$ cat src/rtl/stream_demux_if.sv
// Stream demux bus: one producer port in, two consumer ports out, plus per-channel accept counts.
interface stream_demux_if #(
  parameter int unsigned WIDTH = 32,
  parameter int unsigned CNT_W = 16
);
  logic [WIDTH-1:0] in_data;
  logic             in_valid;
  logic             select;
  logic             in_ready;
  logic [WIDTH-1:0] out0_data;
  logic [WIDTH-1:0] out1_data;
  logic             out0_valid;
  logic             out1_valid;
  logic             out0_ready;
  logic             out1_ready;
  logic [CNT_W-1:0] cnt0;
  logic [CNT_W-1:0] cnt1;

  // Demux side
  modport slave (
    input  in_data, in_valid, select, out0_ready, out1_ready,
    output in_ready, out0_data, out1_data, out0_valid, out1_valid, cnt0, cnt1
  );

  // Producer/consumer side
  modport master (
    output in_data, in_valid, select, out0_ready, out1_ready,
    input  in_ready, out0_data, out1_data, out0_valid, out1_valid, cnt0, cnt1
  );
endinterface

$ cat src/rtl/stream_demux.sv
// Routes one input stream into two independent 2-entry FIFO channels chosen by select,
// counting accepted words per channel.
module stream_demux #(
  parameter int unsigned WIDTH = 32,
  parameter int unsigned CNT_W = 16
) (
  input  logic           clk,
  input  logic           reset,
  stream_demux_if.slave  bus
);

  localparam int unsigned DEPTH = 2;
  localparam int unsigned OCC_W = 2;

  logic [WIDTH-1:0] mem     [2][DEPTH];
  logic [1:0]       wr_ptr;
  logic [1:0]       rd_ptr;
  logic [OCC_W-1:0] occ     [2];
  logic [CNT_W-1:0] cnt     [2];
  logic [1:0]       push;
  logic [1:0]       pop;
  logic [1:0]       out_ready;
  logic             accept;

  assign out_ready = {bus.out1_ready, bus.out0_ready};

  // Ready looks only at the selected channel's occupancy, never at consumer readies.
  assign bus.in_ready = (occ[bus.select] != OCC_W'(DEPTH));
  assign accept       = bus.in_valid && bus.in_ready;

  always_comb begin
    push = 2'b00;
    pop  = 2'b00;
    for (int c = 0; c < 2; c++) begin
      push[c] = accept && (bus.select == 1'(c));
      pop[c]  = (occ[c] != '0) && out_ready[c];
    end
  end

  // Control state: pointers, occupancy and counters.
  always_ff @(posedge clk) begin
    if (reset) begin
      wr_ptr <= '0;
      rd_ptr <= '0;
      for (int c = 0; c < 2; c++) begin
        occ[c] <= '0;
        cnt[c] <= '0;
      end
    end else begin
      for (int c = 0; c < 2; c++) begin
        if (push[c]) begin
          wr_ptr[c] <= ~wr_ptr[c];
          cnt[c]    <= cnt[c] + CNT_W'(1);
        end
        if (pop[c]) begin
          rd_ptr[c] <= ~rd_ptr[c];
        end
        occ[c] <= occ[c] + OCC_W'(push[c]) - OCC_W'(pop[c]);
      end
    end
  end

  // Storage carries no reset; contents are don't-care while a channel is empty.
  always_ff @(posedge clk) begin
    for (int c = 0; c < 2; c++) begin
      if (push[c]) begin
        mem[c][wr_ptr[c]] <= WIDTH'(bus.in_data);
      end
    end
  end

  assign bus.out0_data  = mem[0][rd_ptr[0]];
  assign bus.out1_data  = mem[1][rd_ptr[1]];
  assign bus.out0_valid = (occ[0] != '0);
  assign bus.out1_valid = (occ[1] != '0);
  assign bus.cnt0       = cnt[0];
  assign bus.cnt1       = cnt[1];

endmodule
$ cat src/flat_wrapper.sv
// flat-port wrapper written by rule: the top's interface ports become plain ports
module stream_demux_flat 
#(
  parameter int unsigned WIDTH = 32,
  parameter int unsigned CNT_W = 16
)
  (clk, reset, bus_in_data, bus_in_valid, bus_select, bus_out0_ready, bus_out1_ready, bus_in_ready, bus_out0_data, bus_out1_data, bus_out0_valid, bus_out1_valid, bus_cnt0, bus_cnt1);
  stream_demux_if #(.WIDTH(WIDTH), .CNT_W(CNT_W)) bus_i ();
  input  logic clk;
  input  logic reset;
  input wire logic [$bits(bus_i.in_data)-1:0] bus_in_data;
  input wire logic [$bits(bus_i.in_valid)-1:0] bus_in_valid;
  input wire logic [$bits(bus_i.select)-1:0] bus_select;
  input wire logic [$bits(bus_i.out0_ready)-1:0] bus_out0_ready;
  input wire logic [$bits(bus_i.out1_ready)-1:0] bus_out1_ready;
  output wire logic [$bits(bus_i.in_ready)-1:0] bus_in_ready;
  output wire logic [$bits(bus_i.out0_data)-1:0] bus_out0_data;
  output wire logic [$bits(bus_i.out1_data)-1:0] bus_out1_data;
  output wire logic [$bits(bus_i.out0_valid)-1:0] bus_out0_valid;
  output wire logic [$bits(bus_i.out1_valid)-1:0] bus_out1_valid;
  output wire logic [$bits(bus_i.cnt0)-1:0] bus_cnt0;
  output wire logic [$bits(bus_i.cnt1)-1:0] bus_cnt1;
  assign bus_i.in_data = bus_in_data;
  assign bus_i.in_valid = bus_in_valid;
  assign bus_i.select = bus_select;
  assign bus_i.out0_ready = bus_out0_ready;
  assign bus_i.out1_ready = bus_out1_ready;
  assign bus_in_ready = bus_i.in_ready;
  assign bus_out0_data = bus_i.out0_data;
  assign bus_out1_data = bus_i.out1_data;
  assign bus_out0_valid = bus_i.out0_valid;
  assign bus_out1_valid = bus_i.out1_valid;
  assign bus_cnt0 = bus_i.cnt0;
  assign bus_cnt1 = bus_i.cnt1;
  stream_demux #(.WIDTH(WIDTH), .CNT_W(CNT_W)) u_core (.clk(clk), .reset(reset), .bus(bus_i));
endmodule
$ cat config.mk
export PLATFORM = sky130hd
export DESIGN_NAME = stream_demux_flat
export DESIGN_NICKNAME = d
export VERILOG_FILES = /design/src/rtl/stream_demux_if.sv /design/src/rtl/stream_demux.sv /design/src/flat_wrapper.sv
export SDC_FILE = /design/constraint.sdc
export NUM_CORES = 1
export LEC_CHECK = 0
export CORE_MARGIN = 3
export CORE_UTILIZATION = 46
export CTS_CLUSTER_DIAMETER = 150
export DETAILED_ROUTE_END_ITERATION = 8
export PLACE_DENSITY = 0.76
export SLEW_MARGIN = 20
export SYNTH_ARGS = -nofsm -noshare
export SYNTH_HDL_FRONTEND = slang
export SYNTH_SLANG_ARGS = --single-unit
$ cat constraint.sdc
create_clock -name clk -period 3.25 [get_ports clk]
set_input_delay 0.325 -clock clk [delete_from_list [all_inputs] [get_ports clk]]
set_output_delay 0.325 -clock clk [all_outputs]
set_load 0.1 [all_outputs]
# Word level (Yosys, flattened, before mapping)

Memory sizes are Yosys's and may differ from the RTL's.
Index checks and enable logic that the tools add are counted.

Add/subtract/negate cells: 6
$mul: 0
Divide/modulo/power cells: 0
$lt $le $gt $ge: 6
Eq/ne operators: 1
Shifts and indexed selects: 0
Mux-type cells: 28
Bitwise operators: 13
Reduce and logical (&&, ||, !) cells: 10

Operators by type and width:

| operator                                                  | number |
|---|---|
| two-way mux 32 bit                                        | 8 |
| two-way mux 64 bit                                        | 4 |
| demux 32 bit (select 1 bit)                               | 2 |
| OR reduction 64 bit                                       | 1 |
| adder 16 x 1 -> 16 bit (second input constant)            | 2 |
| two-way mux 16 bit                                        | 2 |
| two-way mux 1 bit                                         | 10 |
| greater-or-equal comparator 2 bit (second input constant) | 4 |
| inverter 1 -> 2 bit                                       | 4 |
| logical AND 1 bit                                         | 7 |
| inverter 1 bit                                            | 5 |
| adder 2 x 1 -> 2 bit                                      | 2 |
| < comparator 2 x 1 -> 1 bit (second input constant)       | 2 |
| two-way mux 2 bit                                         | 2 |
| OR 1 bit                                                  | 4 |
| nonzero test 2 bit                                        | 2 |
| subtractor 2 x 1 -> 2 bit                                 | 2 |
| != test 2 bit (second input constant)                     | 1 |

Bits in registers: 4
Bits in latches: 0
Memory bits (writable): 164
Bits in read-only memories: 0
Bits of input ports: 38
Output and inout bits: 99
Logic and storage cells: 71
Memories: 3

Memory list:

| name       | depth | bits a word | rd ports | clocked after Yosys merged registers in | wr ports | RTL line           | source |
|---|---|---|---|---|---|---|---|
| u_core.mem | 2     | 64          | 2        | 0                                       | 1        | stream_demux.sv:15 | `logic [WIDTH-1:0] mem [2][DEPTH];` |
| u_core.cnt | 2     | 16          | 2        | 0                                       | 2        | stream_demux.sv:19 | `logic [CNT_W-1:0] cnt [2];` |
| u_core.occ | 2     | 2           | 3        | 0                                       | 2        | stream_demux.sv:18 | `logic [OCC_W-1:0] occ [2];` |

# Logic depth before layout (Yosys ltp)

Depth in word-level cells: 8
Mapped depth: 8
Gate-level depth less buffers: 8

# Worst setup path after synthesis

OpenSTA, ideal clock, no wires.

Path kind: register -> register
Start: mem u_core.occ[0][1]
End: mem u_core.mem[0][32] (netlist name) (enable)
Library setup time: 461 ps
Data arrival time: 2742 ps
Required time: 2789 ps
Setup slack: 47 ps
Cell stages (with the launch flop): 3
Path buffers: 0
Period minus slack after synthesis: 3203 ps
Path through: dfxtp_1 -> nor2b_1 -> nor3_1

RTL lines:

| what        | RTL line |
|---|---|
| from (decl) | stream_demux.sv:18 |
| to (decl)   | stream_demux.sv:15 |

==> results.sh <==
export IMPL_grt_pass1_wl_um=21500
export IMPL_syn_avg_cell_area_sq_um=17.0
export IMPL_async_reset_ff_frac=0
export IMPL_holdWs_ns=0.534
export IMPL_vias_per_cell=5.21
export IMPL_drtPass1Iterations=4
export IMPL_drt_iter0_drc=241
export IMPL_drc=0
export IMPL_fin_crit_ns=2.41
export IMPL_dp_cells=706
export IMPL_rrSetupSlack_ns=1.06
export IMPL_grtUsageTotal=0.174
export IMPL_vdd_drop_max_v=0.000554
export IMPL_clkSinkCount=168
export IMPL_row_count=43
export IMPL_p_leak_nw=3.05
export IMPL_start_util=0.477
export IMPL_synth_top_area_cell="edfxtp_1"
export IMPL_critPathSlowestCell="clkdlybuf4s50_1"
export IMPL_seq_area_frac_synth=0.738
export IMPL_start_kind="register"
export IMPL_antenna_left=0
export IMPL_yosysUniqueCellTypes=35
export IMPL_setup_violations_final=0
export IMPL_ff_latch_area_sq_mm=0.00497
export IMPL_status="finished clean"
export IMPL_worst_path_buf_inv=1
export IMPL_r2r_end="u_core.cnt[0][6]"
export IMPL_stdcell_count=738
export IMPL_max_clock_path_buffers=2
export IMPL_reg2reg_from="u_core.occ[0][1]"
export IMPL_fin_setup_tns_ns=0
export IMPL_gp_congestion=0.809
export IMPL_path_cells="clkdlybuf4s50_1"
export IMPL_area_growth_pct=29.4
export IMPL_critical_path_depth=1
export IMPL_syn_cell_area_sq_mm=0.00673
export IMPL_port_buffers=136
export IMPL_h_tree_depth=4
export IMPL_crit_fanout=5
export IMPL_synth_fp_nets=440
export IMPL_finish_utilization=0.618
export IMPL_yosys_area_top_type_share=0.714
export IMPL_fin_crit_sh=0.742
export IMPL_core_sq_mm=0.0141
export IMPL_path_clk_slew_ns=0.06
export IMPL_multi_input_area_sq_mm=0.00169
export IMPL_globalRouteOverflowTotal=0
export IMPL_postCtsHoldBufs=0
export IMPL_antenna_found_initial=0
export IMPL_rsz0062_at_grt="false"
export IMPL_drive_above_1_share=0.321
export IMPL_die_area_sq_mm=0.0161
export IMPL_relSlewSlack=0.325
export IMPL_post_cts_setup_buffers=0
export IMPL_synth_edf_count=160
export IMPL_clk_latency_ns=0.42
export IMPL_first_global_vias=4005
export IMPL_required_ns=2.92
export IMPL_syn_instance_count=397
export IMPL_grt_start_max_net_pins=34
export IMPL_ys_top_cells_by_area="edfxtp_1, mux2_2, dfxtp_1"
export IMPL_ys_flop_type="edfxtp_1"
export IMPL_synth_most_common_cell="edfxtp_1"
export IMPL_p_total_mw=7.72
export IMPL_drv_cap=0
export IMPL_drv_slew=0
export IMPL_cp_slowest_stage_delay_ns=1.18
export IMPL_cts_tree="done"
export IMPL_synth_warnings=0
export IMPL_cpLargestDelayFamily="buffers and inverters"
export IMPL_cts_buffers=17
export IMPL_final_area_sq_mm=0.00871
export IMPL_fmax_mhz=415
export IMPL_diodes=0
export IMPL_placed_area_sq_mm=0.00814
export IMPL_clock_skew_final_ns=0.0118
export IMPL_via_count=3843
export IMPL_worstMarginPinSlew_ns=1.01
export IMPL_nNetsFinal=588
export IMPL_fp_dieH_um=127
export IMPL_ys_ff_latch=168
export IMPL_hold_viol_final=0
export IMPL_powerDensity_mw_per_mm2=887
export IMPL_die_w_um=127
export IMPL_rr_worst_depth=4
export IMPL_cts_root_buf="clkbuf_16"
export IMPL_dpl_hpwl_um=8900
export IMPL_arrival_ns=2.09
export IMPL_endpoint="bus_cnt1[10]"
export IMPL_hp_class="input pin to register"
export IMPL_ys_top_cells_by_count="edfxtp_1, mux2_2, nor2_1, xor2_1, xnor2_1"
export IMPL_worst_slack_ns=0.838
export IMPL_startpoint="u_core.cnt[0][26]"
export IMPL_num_fill_cells=1055
export IMPL_cts_resized=0
export IMPL_wl_per_cell_um=18.1
export IMPL_place_ws_ns=0.763
export IMPL_end_kind="primary output"
export IMPL_critPathKind="register to primary output"
export IMPL_wl_um=13400
export IMPL_num_io_pins=137
==> cell families (layout without fill, tap and decap cells) <==
group,count (synthesis),after routing,synth area share
mux,66,66,0.110
xor+xnor,30,30,0.0390
buf+inv,18,179,0.0138
compound gates,13,13,0.0123
flops,168,168,0.738
simple gates,97,97,0.0779
fa+ha+maj,5,5,0.00930
==> flip-flops by register name, indices dropped and copies added, names as in the netlist <==
| signal | cells |
|---|---|
| u_core.rd_ptr | 2 |
| u_core.cnt | 32 |
| u_core.mem | 128 |
| u_core.occ | 4 |
| u_core.wr_ptr | 2 |
==> area by class of cell <==
cell class | instances | share of cell area
timing repair buffer | 143 | 0.144
inverter | 4 | 0.00172
clock inverter | 13 | 0.0148
sequential | 168 | 0.571
multi-input combinational | 211 | 0.194
clock buffer | 19 | 0.0497
tap | 180 | 0.0259
==> layer usage <==
layer  vias to the layer above  wire length [um]  track usage
li1                       1795                 -            -
met4                         0               165       0.0625
met2                       140              6480        0.278
met1                      1890              5580        0.220
met3                        18              1150       0.0636
met5                         -                 0            0
==> worst min-delay path by stage <==
stage,start,endpoint,slack (ns),cells after the start
floorplan,bus_in_data[0],u_core.mem[0][0],0.42,0
finish,bus_in_data[25],u_core.mem[0][57],0.53,1
detailed placement,u_core.occ[1][1],u_core.occ[1][1],0.53,2
global route,bus_in_data[7],u_core.mem[0][103],0.54,1
global placement,u_core.occ[1][1],u_core.occ[1][1],0.51,2
CTS,bus_in_data[12],u_core.mem[0][108],0.52,1
==> cells in the final DEF, fill, tap and decap left out, types with 3 or more instances in the layout <==
cell	instances
edfxtp_1	160
buf_4	72
clkdlybuf4s50_1	71
mux2_2	64
nor2_1	33
xor2_1	17
clkbuf_16	17
xnor2_1	13
nand3_1	12
nand2_1	8
nand4_1	7
dfxtp_1	6
and3_1	5
ha_1	5
and2_1	4
inv_1	4
nor2b_1	4
and4_1	4
o21ai_0	4
or3_1	4
clkinv_2	4
nor3_1	3
a21oi_1	3
==> power by group <==
group	switching (mW)	internal (mW)	total, mW
Combinational	2.30	0.717	3.02
Sequential	0.207	2.59	2.79
Clock	0.779	1.12	1.90
(Power assumes the default switching activity.)
==> patch 1 (config.mk and constraints unchanged) <==
Register the output `bus.cnt1`, without a reset; this adds one clock of latency there.
--- a/src/rtl/stream_demux.sv
+++ b/src/rtl/stream_demux.sv
@@ -75,5 +75,7 @@
   assign bus.out1_valid = (occ[1] != '0);
   assign bus.cnt0       = cnt[0];
-  assign bus.cnt1       = cnt[1];
+  always_ff @(posedge clk) begin
+    bus.cnt1 <= cnt[1];
+  end
 
 endmodule
Function: changed (Yosys sat finds a counterexample within 4 cycles, from zero or initial values and one cycle with reset high).
==> patch 1 against the unedited design <==
- setup slack got worse by 51 ps
- design area grew 4.0%
- critical path depth unchanged
- critical endpoint is now bus_cnt0[7]
- total power rose by 6.9%
- area after synthesis grew 6.2%
- core utilization down 0.86 points
- highest routed layer unchanged
- sequential cell count increased by 16
- sequential share of layout area is 1.4 points higher
- sequential power grew 8.6%
- routed wire length is 2.5% higher
- count of clock-buffer cells in the layout stayed put
==> patch 1: results (changes against the unedited design) <==
INFO  hold_path      timing.hold.worst_path_depth=0 [-1]
INFO  yosys          synth-xor-area-share=4.046% [+0.14 points]
INFO  critical_path  cp-endpoint=bus_cnt0[7]
INFO  yosys          synth-compound-area-share=0.5254% [-0.70 points]
INFO  critical_path  critPathArrivalTime=2140ps [+50 ps]
INFO  outcome        status=finished clean
INFO  critical_path  max_stage_delay=1200ps [+20 ps]
INFO  yosys          yosys.cell_types.count=30 [-14%]
INFO  global_route   first_global_vias=3929 [-1.9%]
INFO  pwr            vdd.ir_drop.worst=669.9µV [+21%]
INFO  timing         worst_clock_skew=5.439ps [-6.392 ps]
INFO  yosys          synthTopCellsByArea=sky130_fd_sc_hd__edfxtp_1 (67%), sky130_fd_sc_hd__mux2_2 (10%), sky130_fd_sc_hd__dfxtp_1 (6.7%), sky130_fd_sc_hd__xor2_1 (2.9%), sky130_fd_sc_hd__nor2_1 (1.9%)
INFO  placed_design  dp_cells=722 [+2.3%]
INFO  final_layout   final_net_count=600 [+2.0%]
INFO  yosys          synthTopCellsByCount=sky130_fd_sc_hd__edfxtp_1 (160), sky130_fd_sc_hd__mux2_2 (64), sky130_fd_sc_hd__nor2_1 (37), sky130_fd_sc_hd__dfxtp_1 (24), sky130_fd_sc_hd__xor2_1 (24)
INFO  critical_path  worst_r2r_path_depth=5 [+1]
INFO  timing         slew_headroom=32.34% [-0.14 points]
INFO  global_route   grt_util_all_layers=16.47% [-0.93 points]
INFO  drt            route.vias.total=3939 [+2.5%]
INFO  placed_design  hpwlAfterDp=8341µm [-6.3%]
INFO  pwr            internal_power=4.884mW [+10%]
INFO  pwr            power.static_leakage=3.199nW [+4.7%]
INFO  critical_path  r2r-end=u_core.cnt[0][20]
INFO  cts            skew_pair_late_insertion_delay=420ps [about the same]
INFO  drt            postRouteWirelength=13710µm [+2.5%]
INFO  yosys          synth_seq_area_share=73.98% [+0.21 points]
INFO  hold_path      hp-start=u_core.cnt[0][31]
INFO  critical_path  regToRegSetupSlack=1100ps [+40 ps]
INFO  yosys          synth_mux_area_share=10.23% [-0.78 points]
INFO  final_layout   finish.cell_count_without_fillers=754 [+2.2%]
INFO  critical_path  startpoint=u_core.cnt[0][7]
INFO  yosys          synthesis.area_per_instance=16.61µm² [-2.0%]
-- patch 1: cell count changes after synthesis, sizes merged, moves of 4 or more --
cell and change:
nor2 +4, nand3 -4, xnor2 -4, xor2 +7
buf +19, nand4 +4, dfxtp +16
-- patch 1: through the flow --
stage	worst slack [ps]	power (mW)	area [µm²]	util (%)	hold slack, ps
global placement	909.8	6.104	8418	56.63	395.2
detailed placement	863.1	6.121	8418	56.63	378.9
global route	730.5	8.530	9052	60.90	439.3
CTS	768.4	8.326	9052	60.90	411.4
floorplan	82.87	5.500	7144	-	357.0
finish	786.9	8.254	9052	60.90	407.6
-- patch 1: final cells by class --
type	count	area [µm²]
Clock inverter	13	201.4
Tap cell	184	230.2
Fill cell	1150	5812
Clock buffer	19	432.9
Sequential cell	184	5288
Inverter	5	18.77
Multi-Input combinational cell	208	1653
Timing Repair Buffer	141	1229
-- patch 1: power groups by stage --
stage / Clock [mW] / Combinational [mW] / Sequential [mW]
3_5_place_dp: 0 / 3.04 / 3.08
5_1_grt: 2.34 / 3.13 / 3.06
6_report: 2.19 / 3.03 / 3.03
4_1_cts: 2.24 / 3.05 / 3.03
3_3_place_gp: 0 / 3.03 / 3.07
2_1_floorplan: 0 / 2.38 / 3.12
-- patch 1: per-layer routing --
layer | routed length (µm) | track usage, % | share of wire (%) | up-vias
li1 | - | - | - | 1820
met4 | 216 | 6.050 | 1.6 | 0
met3 | 978 | 5.203 | 7.1 | 19
met5 | 0 | 0 | 0 | -
met2 | 6409 | 25.73 | 47 | 143
met1 | 6100 | 21.85 | 45 | 1957
==> patch 2 (config.mk and constraints unchanged) <==
Without the edit above. The localparam `OCC_W` goes from 2 to 4.
--- a/src/rtl/stream_demux.sv
+++ b/src/rtl/stream_demux.sv
@@ -11,5 +11,5 @@
 
   localparam int unsigned DEPTH = 2;
-  localparam int unsigned OCC_W = 2;
+  localparam int unsigned OCC_W = 4;
 
   logic [WIDTH-1:0] mem     [2][DEPTH];
Behaviour: no difference found for any inputs over 4 cycles, from zero or initial values and one cycle with reset high; that may be too few to reach the edited logic, so the function may still have changed.
==> patch 2 against the unedited design <==
- critical path type unchanged
- worst hold slack got worse by 13 ps
- register-to-register slack got worse by 320 ps
- first-iteration DRC count fell by 7.1%
- combinational power up 26%
- area after synthesis grew 4.5%
- sequential cell count increased by 4
- setup slack worse by 340 ps
- total power rose by 12%
- routed wire length rose by 3.9%
- die area increased by 4.3%
- core utilization down 0.35 points
- design area rose by 4.1%
- clock skew grew 3.9 ps
==> patch 2: results (changes against the unedited design) <==
INFO  outcome        status=finished clean
INFO  drt            wire_per_inst=17.84µm [-1.5%]
INFO  yosys          synthTopCellsByArea=sky130_fd_sc_hd__edfxtp_1 (68%), sky130_fd_sc_hd__mux2_2 (10%), sky130_fd_sc_hd__dfxtp_1 (3.4%), sky130_fd_sc_hd__xnor2_1 (3.2%), sky130_fd_sc_hd__ha_1 (2.1%)
INFO  critical_path  critPathArrivalTime=2420ps [+330 ps]
INFO  global_route   first_global_vias=4081 [+1.9%]
INFO  critical_path  rr_startpoint=u_core.occ[0][2]
INFO  pwr            power.static_leakage=3.168nW [+3.7%]
INFO  placed_design  post-place-ws=758.4ps [-5.049 ps]
INFO  placed_design  hpwlAfterDp=9273µm [+4.2%]
INFO  global_route   grt_util_all_layers=16.99% [-0.41 points]
INFO  yosys          synth_seq_area_share=71.73% [-2.0 points]
INFO  global_route   grt_pass1_wl=21580µm [+0.23%]
INFO  critical_path  worst_r2r_path_depth=10 [+6]
INFO  placed_design  buffer_ports.inserted=136 [unchanged]
INFO  timing         worst_clock_skew=15.70ps [+3.874 ps]
INFO  global_route   gr-usage-met2=26.99% [-0.78 points]
INFO  yosys          synth_adder_area_share=2.704% [+1.8 points]
INFO  critical_path  cp-endpoint=bus_out0_valid
INFO  yosys          syn-num-nets=487 [+11%]
INFO  pwr            power.share.sequential=33.9% [-2.3 points]
INFO  pwr            p_comb_share=44.3% [+5.2 points]
INFO  drt            route.layer.met1.wl=5763µm [+3.3%]
INFO  yosys          synth_enable_flop_cells=160 [unchanged]
INFO  hold_path      hp-start=bus_in_data[0]
INFO  drt            drt_iter0_markers=224 [-7.1%]
INFO  critical_path  regToRegSetupSlack=740ps [-320 ps]
INFO  yosys          yosys.cell_types.count=33 [-5.7%]
INFO  drt            route.vias.total=4065 [+5.8%]
INFO  drt            detailroute.wirelength.met3=1193µm [+3.6%]
INFO  yosys          synth_mux_area_share=10.25% [-0.76 points]
INFO  yosys          synth-compound-area-share=0.8717% [-0.36 points]
INFO  final_layout   share_of_final_layout_standard_cells_stronger_than_drive_strength_1=31.60% [-0.48 points]
INFO  critical_path  r2r-end=u_core.occ[0][2]
INFO  pwr            vdd.ir_drop.worst=584.8µV [+5.5%]
INFO  hold_path      timing.hold.worst_endpoint=u_core.mem[0][0]
INFO  yosys          synthTopCellsByCount=sky130_fd_sc_hd__edfxtp_1 (160), sky130_fd_sc_hd__mux2_2 (64), sky130_fd_sc_hd__nor2_1 (38), sky130_fd_sc_hd__xnor2_1 (26), sky130_fd_sc_hd__inv_1 (21)
INFO  placed_design  globalplace.congestion=0.7570 [-6.4%]
INFO  critical_path  crit_fanout=3 [-2]
INFO  final_layout   final_net_count=635 [+8.0%]
INFO  yosys          synth-xor-area-share=4.359% [+0.45 points]
INFO  timing         timing.final.ws_setup=502.1ps [-335.6 ps]
INFO  critical_path  max_stage_delay=990ps [-190 ps]
INFO  drt            route.met2.wl=6702µm [+3.5%]
## patch 2: cell types whose count changed after synthesis, moves of 4 or more
cell	unedited run	this run
sky130_fd_sc_hd__ha_1	5	12
sky130_fd_sc_hd__o21ai_0	6	1
sky130_fd_sc_hd__nor2_2	0	10
sky130_fd_sc_hd__xnor2_1	13	26
sky130_fd_sc_hd__nor4_1	0	8
sky130_fd_sc_hd__nor2_1	33	38
sky130_fd_sc_hd__inv_1	4	21
sky130_fd_sc_hd__dfxtp_1	8	12
sky130_fd_sc_hd__xor2_1	17	9
## patch 2: worst register-to-register path, cell delays in order (launching register included)
cell and delay, ps:
sky130_fd_sc_hd__dfxtp_1 330, sky130_fd_sc_hd__inv_1 90, sky130_fd_sc_hd__ha_1 140, sky130_fd_sc_hd__or3b_2 460, sky130_fd_sc_hd__and2_1 210, sky130_fd_sc_hd__ha_1 300
sky130_fd_sc_hd__inv_1 50, sky130_fd_sc_hd__ha_1 220, sky130_fd_sc_hd__fa_1 400, sky130_fd_sc_hd__xnor2_1 160, sky130_fd_sc_hd__nor2_1 60
## patch 2: metrics by stage
step           instances  hold slack [ps]  power [mW]  util (%)  area [µm²]
2_1_floorplan        435            396.6       5.965         -        7033
6_report             779            521.6       8.615     61.41        9061
4_1_cts              779            509.9       8.697     61.41        9061
3_5_place_dp         748            570.4       6.812     57.71        8514
5_1_grt              779            528.9       8.931     61.41        9061
3_3_place_gp         748            568.9       6.752     57.71        8514
## patch 2: cell type report
type / instances / area [µm²] / area share (%)
Tap cell: 184 / 230.2 / 2.541
Timing Repair Buffer: 144 / 1309 / 14.44
Inverter: 21 / 78.83 / 0.8699
Clock buffer: 17 / 425.4 / 4.695
Multi-Input combinational cell: 227 / 1849 / 20.41
Clock inverter: 14 / 121.4 / 1.339
Sequential cell: 172 / 5047 / 55.70
